`config.mk`:
```
export PLATFORM = sky130hd
export DESIGN_NAME = logic_calc_flat
export DESIGN_NICKNAME = d
export VERILOG_FILES = /design/src/rtl/logic_calc_if.sv /design/src/rtl/logic_calc.sv /design/src/flat_wrapper.sv
export SDC_FILE = /design/constraint.sdc
export NUM_CORES = 1
export LEC_CHECK = 0
export ABC_CLOCK_PERIOD_IN_PS = 2700
export BUFFER_PORTS_ARGS = -buffer_cell sky130_fd_sc_hd__buf_2
export CAP_MARGIN = 20
export CORE_ASPECT_RATIO = 1.1
export CORE_MARGIN = 3
export CORE_UTILIZATION = 45
export DETAILED_ROUTE_END_ITERATION = 10
export PLACE_DENSITY = 0.76
export SYNTH_ARGS = -nofsm -noshare
export SYNTH_HDL_FRONTEND = slang
export SYNTH_SLANG_ARGS = --single-unit
```
`constraint.sdc`:
```
create_clock -name clock -period 2.7 [get_ports clock]
set_input_delay 0.54 -clock clock [delete_from_list [all_inputs] [get_ports clock]]
set_output_delay 0.54 -clock clock [all_outputs]
set_load 0.1 [all_outputs]
```
`src/rtl/logic_calc_if.sv`:
```
// ============================================================================
//  Module   : logic_calc_if
//  Brief    : Request/response bundle for logic_calc (operands in, result out).
//  Revision : 1.0
// ============================================================================
`default_nettype none

interface logic_calc_if #(
    parameter int WIDTH = 32
);
    logic             in_valid;
    logic             in_ready;
    logic [WIDTH-1:0] A;
    logic [WIDTH-1:0] B;
    logic [1:0]       op;
    logic             out_valid;
    logic             out_ready;
    logic [WIDTH-1:0] result;
`ifdef LOGIC_CALC_ZERO_EN
    logic             zero;

    modport master (
        output in_valid, A, B, op, out_ready,
        input  in_ready, out_valid, result, zero
    );
    modport slave (
        input  in_valid, A, B, op, out_ready,
        output in_ready, out_valid, result, zero
    );
`else
    modport master (
        output in_valid, A, B, op, out_ready,
        input  in_ready, out_valid, result
    );
    modport slave (
        input  in_valid, A, B, op, out_ready,
        output in_ready, out_valid, result
    );
`endif
endinterface

`default_nettype wire

```
`src/rtl/logic_calc.sv`:
```
// ============================================================================
//  Module   : logic_calc
//  Brief    : Bitwise AND/OR/XOR/NOR unit computing SLICE bits per cycle.
//             Optional zero flag enabled by macro LOGIC_CALC_ZERO_EN.
//  Revision : 1.0
// ============================================================================
`default_nettype none

module logic_calc #(
    parameter int WIDTH = 32,
    parameter int SLICE = 8
) (
    input  wire logic      clock,
    input  wire logic      reset_n,
    logic_calc_if.slave    bus
);

    localparam int N     = WIDTH / SLICE;
    localparam int CNT_W = (N > 1) ? $clog2(N) : 1;
    localparam logic [CNT_W-1:0] LAST_SLICE = CNT_W'(N - 1);

    typedef enum logic [1:0] {
        S_IDLE = 2'd0,
        S_BUSY = 2'd1,
        S_DONE = 2'd2
    } state_t;

    state_t           state;
    logic [CNT_W-1:0] slice_cnt;
    logic [WIDTH-1:0] a_reg;
    logic [WIDTH-1:0] b_reg;
    logic [1:0]       op_reg;
    logic [WIDTH-1:0] result_reg;
    logic             in_ready_reg;
    logic             out_valid_reg;

    logic [31:0]      base;
    logic [SLICE-1:0] a_slice;
    logic [SLICE-1:0] b_slice;
    logic [SLICE-1:0] slice_val;
    logic [WIDTH-1:0] next_result;

    assign base = 32'(slice_cnt) * 32'(SLICE);

    // Result word as it will look after this cycle's slice is written.
    always_comb begin
        a_slice   = a_reg[base +: SLICE];
        b_slice   = b_reg[base +: SLICE];
        slice_val = '0;
        case (op_reg)
            2'b00:   slice_val = a_slice & b_slice;
            2'b01:   slice_val = a_slice | b_slice;
            2'b10:   slice_val = a_slice ^ b_slice;
            default: slice_val = ~(a_slice | b_slice);
        endcase
        next_result                = result_reg;
        next_result[base +: SLICE] = slice_val;
    end

`ifdef LOGIC_CALC_ZERO_EN
    logic zero_reg;
    assign bus.zero = zero_reg;
`endif

    always_ff @(posedge clock) begin
        if (!reset_n) begin
            state         <= S_IDLE;
            slice_cnt     <= '0;
            a_reg         <= '0;
            b_reg         <= '0;
            op_reg        <= '0;
            result_reg    <= '0;
            in_ready_reg  <= 1'b1;
            out_valid_reg <= 1'b0;
`ifdef LOGIC_CALC_ZERO_EN
            zero_reg      <= 1'b1;
`endif
        end else begin
            case (state)
                S_IDLE: begin
                    if (bus.in_valid) begin
                        a_reg        <= bus.A;
                        b_reg        <= bus.B;
                        op_reg       <= bus.op;
                        result_reg   <= '0;
                        slice_cnt    <= '0;
                        in_ready_reg <= 1'b0;
                        state        <= S_BUSY;
                    end
                end
                S_BUSY: begin
                    result_reg <= next_result;
                    if (slice_cnt == LAST_SLICE) begin
                        out_valid_reg <= 1'b1;
                        state         <= S_DONE;
`ifdef LOGIC_CALC_ZERO_EN
                        zero_reg      <= (next_result == '0);
`endif
                    end else begin
                        slice_cnt <= slice_cnt + CNT_W'(1);
                    end
                end
                S_DONE: begin
                    // A request arriving with out_ready waits for the next IDLE edge.
                    if (bus.out_ready) begin
                        out_valid_reg <= 1'b0;
                        in_ready_reg  <= 1'b1;
                        state         <= S_IDLE;
                    end
                end
                default: begin
                    out_valid_reg <= 1'b0;
                    in_ready_reg  <= 1'b1;
                    state         <= S_IDLE;
                end
            endcase
        end
    end

    assign bus.in_ready  = in_ready_reg;
    assign bus.out_valid = out_valid_reg;
    assign bus.result    = result_reg;

endmodule

`default_nettype wire

```
`src/flat_wrapper.sv`:
```
// flat-port wrapper written by rule: the top's interface ports become plain ports
module logic_calc_flat 
#(
    parameter int WIDTH = 32,
    parameter int SLICE = 8
)
  (clock, reset_n, bus_in_valid, bus_A, bus_B, bus_op, bus_out_ready, bus_in_ready, bus_out_valid, bus_result);
  logic_calc_if #(.WIDTH(WIDTH)) bus_i ();
  input  wire logic clock;
  input  wire logic reset_n;
  input wire logic [$bits(bus_i.in_valid)-1:0] bus_in_valid;
  input wire logic [$bits(bus_i.A)-1:0] bus_A;
  input wire logic [$bits(bus_i.B)-1:0] bus_B;
  input wire logic [$bits(bus_i.op)-1:0] bus_op;
  input wire logic [$bits(bus_i.out_ready)-1:0] bus_out_ready;
  output wire logic [$bits(bus_i.in_ready)-1:0] bus_in_ready;
  output wire logic [$bits(bus_i.out_valid)-1:0] bus_out_valid;
  output wire logic [$bits(bus_i.result)-1:0] bus_result;
  assign bus_i.in_valid = bus_in_valid;
  assign bus_i.A = bus_A;
  assign bus_i.B = bus_B;
  assign bus_i.op = bus_op;
  assign bus_i.out_ready = bus_out_ready;
  assign bus_in_ready = bus_i.in_ready;
  assign bus_out_valid = bus_i.out_valid;
  assign bus_result = bus_i.result;
  logic_calc #(.WIDTH(WIDTH), .SLICE(SLICE)) u_core (.clock(clock), .reset_n(reset_n), .bus(bus_i));
endmodule
```
==> run metrics <==
routed vias=3796; flop-to-flop setup slack=about 0.37 ns; asr flop ratio synth=0; row count=38; global route total overflow=0; initial antenna violation count=0; Post-DP HPWL=roughly 8.5 mm; Clock Latency Late Sink=between 0.3 and 0.4 ns; fill count=950; synthesized area per cell=between 9 and 10 sq um; hold path start=bus_A[8]; register area=~2100 sq um; minimum clock period=~2.3 ns; Max Root-Sink Buffers=2; post-route clock period utilization=0.865; Die ar.=~12000 sq um; largest net degree at the start of global routing=around 70; net count after synthesis=about 580; number of global-route vias before repair=~3700; Worst Path Required=between 2 and 3 ns; Distinct cells, synth=34; Starting Density=0.470; Post-CTS Setup Inserts=0; YS warnings=0; I/O pin count=about 100; post-cts resize count=0; RSZ-0062 raised after global routing=false; fraction of layout cells with a size suffix above 1=0.268; Chip Height=between 100 and 150 microns; Detailed Routing Iterations Pass 1=4; top post-synthesis cells by area=dfxtp_1 (44%), nand2_1 (11%), mux4_2 (7.6%); clock sink count=104; TritonCTS Buffers=9; r2r endpoint=u_core.bus.result[23]; routability cong.=about 0.8; CTS tree=done; CORE AREA=10100 sq um; Multi-input gate area=~2400 sq um; hold path depth=3; Synth-to-Final Area Change=16.3%; Main synth FF type=dfxtp_1; hold path endpoint=u_core.a_reg[8]; Leak Pwr=2.27 nW; setup_tns=0 ns; Power Dens Cells=567 nW/um^2; clock skew=around 0.010 ns; Fin. Hold Viols=0; Fmax=around 430 MHz; final setup fails=0; Final #Nets=about 670; Synth area leader=dfxtp_1; Worst Setup End Kind=flop; R2R cell count=7; DRC viols=0; CTS H-tree depth=3; DR vias/cell=5.23; Post-Synthesis Cell Area=~4700 sq um; CP Launch Type=flop; Post-synth EDFFs=0; status=complete, no violations; Routed WL per cell=between 15 and 20 microns; Final ANT Viol Nets=0; gr usage total=0.194; Crit Path Class=reg2reg; hold_buf cts=0; Yosys reg bits=between 100 and 150; Post-Syn Instances=493; R2R Path Start=u_core.slice_cnt[0]; Ant. Diodes=0; relative slew slack=0.460; fin util=0.547; count of pins over their slew limit=0; CTS clk-pin slew, worst paths=0.10 ns; first-pass GRT wire length=between 15 and 20 mm; type of the tightest min-delay check=in2reg; top cells by count, synth=nand2_1 (134), dfxtp_1 (104), a21boi_1 (40), o2bb2ai_1 (28), a21boi_0 (27); count leader, synth=nand2_1; Max Cap Viol=0; buffers added on ports=approximately 100; Max FO, Critical Path=22; worst slew pin tran=a little over 0.8 ns; initial DRC count=between 200 and 250; Worst EP arrival=2.58 ns; width of the die=104 microns; area share of the largest cell type after synthesis=0.439; Seq/Total Area, Yosys=0.439; VDD IR max=about 240 uV; clk root buf=clkbuf_8; final WL=between 10 and 15 mm
[critical path: stages (launching register included)]
cell,delay [ns]
dfxtp_1,0.37
buf_12,0.20
mux4_2,0.54
inv_1,0.08
ha_1,0.23
mux2_2,0.26
a21oi_1,0.39
o2bb2ai_1,0.14
[cells in the final DEF, fill, tap and decap left out, types with 3 or more instances in the layout]
master and count:
nand2_1 134, dfxtp_1 104, buf_2 103, a21boi_1 40
o2bb2ai_1 28, a21boi_0 27, ha_1 20, inv_1 19
mux4_2 16, a21oi_1 11, nor2b_1 10, nor2_1 10
clkbuf_8 9, mux2_2 6, a211oi_1 6, buf_4 5
o21a_1 4, inv_6 3, buf_12 3
[metrics by stage]
step / std cells / instance area [sq um] / setup WS (ns) / power, mW / hold slack [ns]
finish: 726 / 5510 / 0.366 / 3.12 / 0.393
global route: 726 / 5510 / 0.268 / 3.26 / 0.390
CTS: 726 / 5510 / 0.390 / 3.14 / 0.383
detailed placement: 710 / 5310 / 0.451 / 2.16 / 0.445
global placement: 710 / 5310 / 0.461 / 2.15 / 0.440
floorplan: 493 / 4740 / 0.606 / 2.02 / 0.432
[kinds of logic (layout without fill, tap and decap cells)]
group                      Yosys count  after routing  share of synthesized area
buffers and inverters               53            146                     0.0607
muxes                               22             22                     0.0903
AOI/OAI and AO/OA                  127            127                      0.205
DFF                                104            104                      0.439
adders and majority gates           20             20                     0.0528
and+or+nand+nor                    167            167                      0.151
[worst max-delay path by stage]
stage,start,cells after the start,slack (ns),end
after floorplan,u_core.slice_cnt[0],7,0.61,u_core.bus.result[30]
after global placement,u_core.slice_cnt[0],7,0.46,u_core.bus.result[30]
after detailed placement,u_core.slice_cnt[0],7,0.45,u_core.bus.result[23]
after CTS,u_core.slice_cnt[0],7,0.39,u_core.bus.result[23]
after global routing,u_core.slice_cnt[0],7,0.27,u_core.bus.result[30]
final,u_core.slice_cnt[0],7,0.37,u_core.bus.result[23]
[layout make-up]
type,instances,share of cell area
clock buffers,9,0.0225
multi-input cells,336,0.430
flip-flops and latches,104,0.378
clock inverters,7,0.0139
well taps,140,0.0318
repair buffers,111,0.111
inverters,19,0.0129
[power by group]
part           leakage (nW)  internal (mW)  switching, mW
Sequential            0.849           1.60         0.0557
Combinational          1.33          0.206          0.266
Clock                0.0966          0.437          0.557
Total                  2.27           2.24          0.878
[per-layer routing]
metal	up-vias	routed length [microns]	track usage
li1	1868	-	-
met1	1804	5020	0.246
met2	103	5680	0.330
met3	21	511	0.0374
met4	0	252	0.0745
met5	-	0	0
Power figures use the tool's default switching activity.
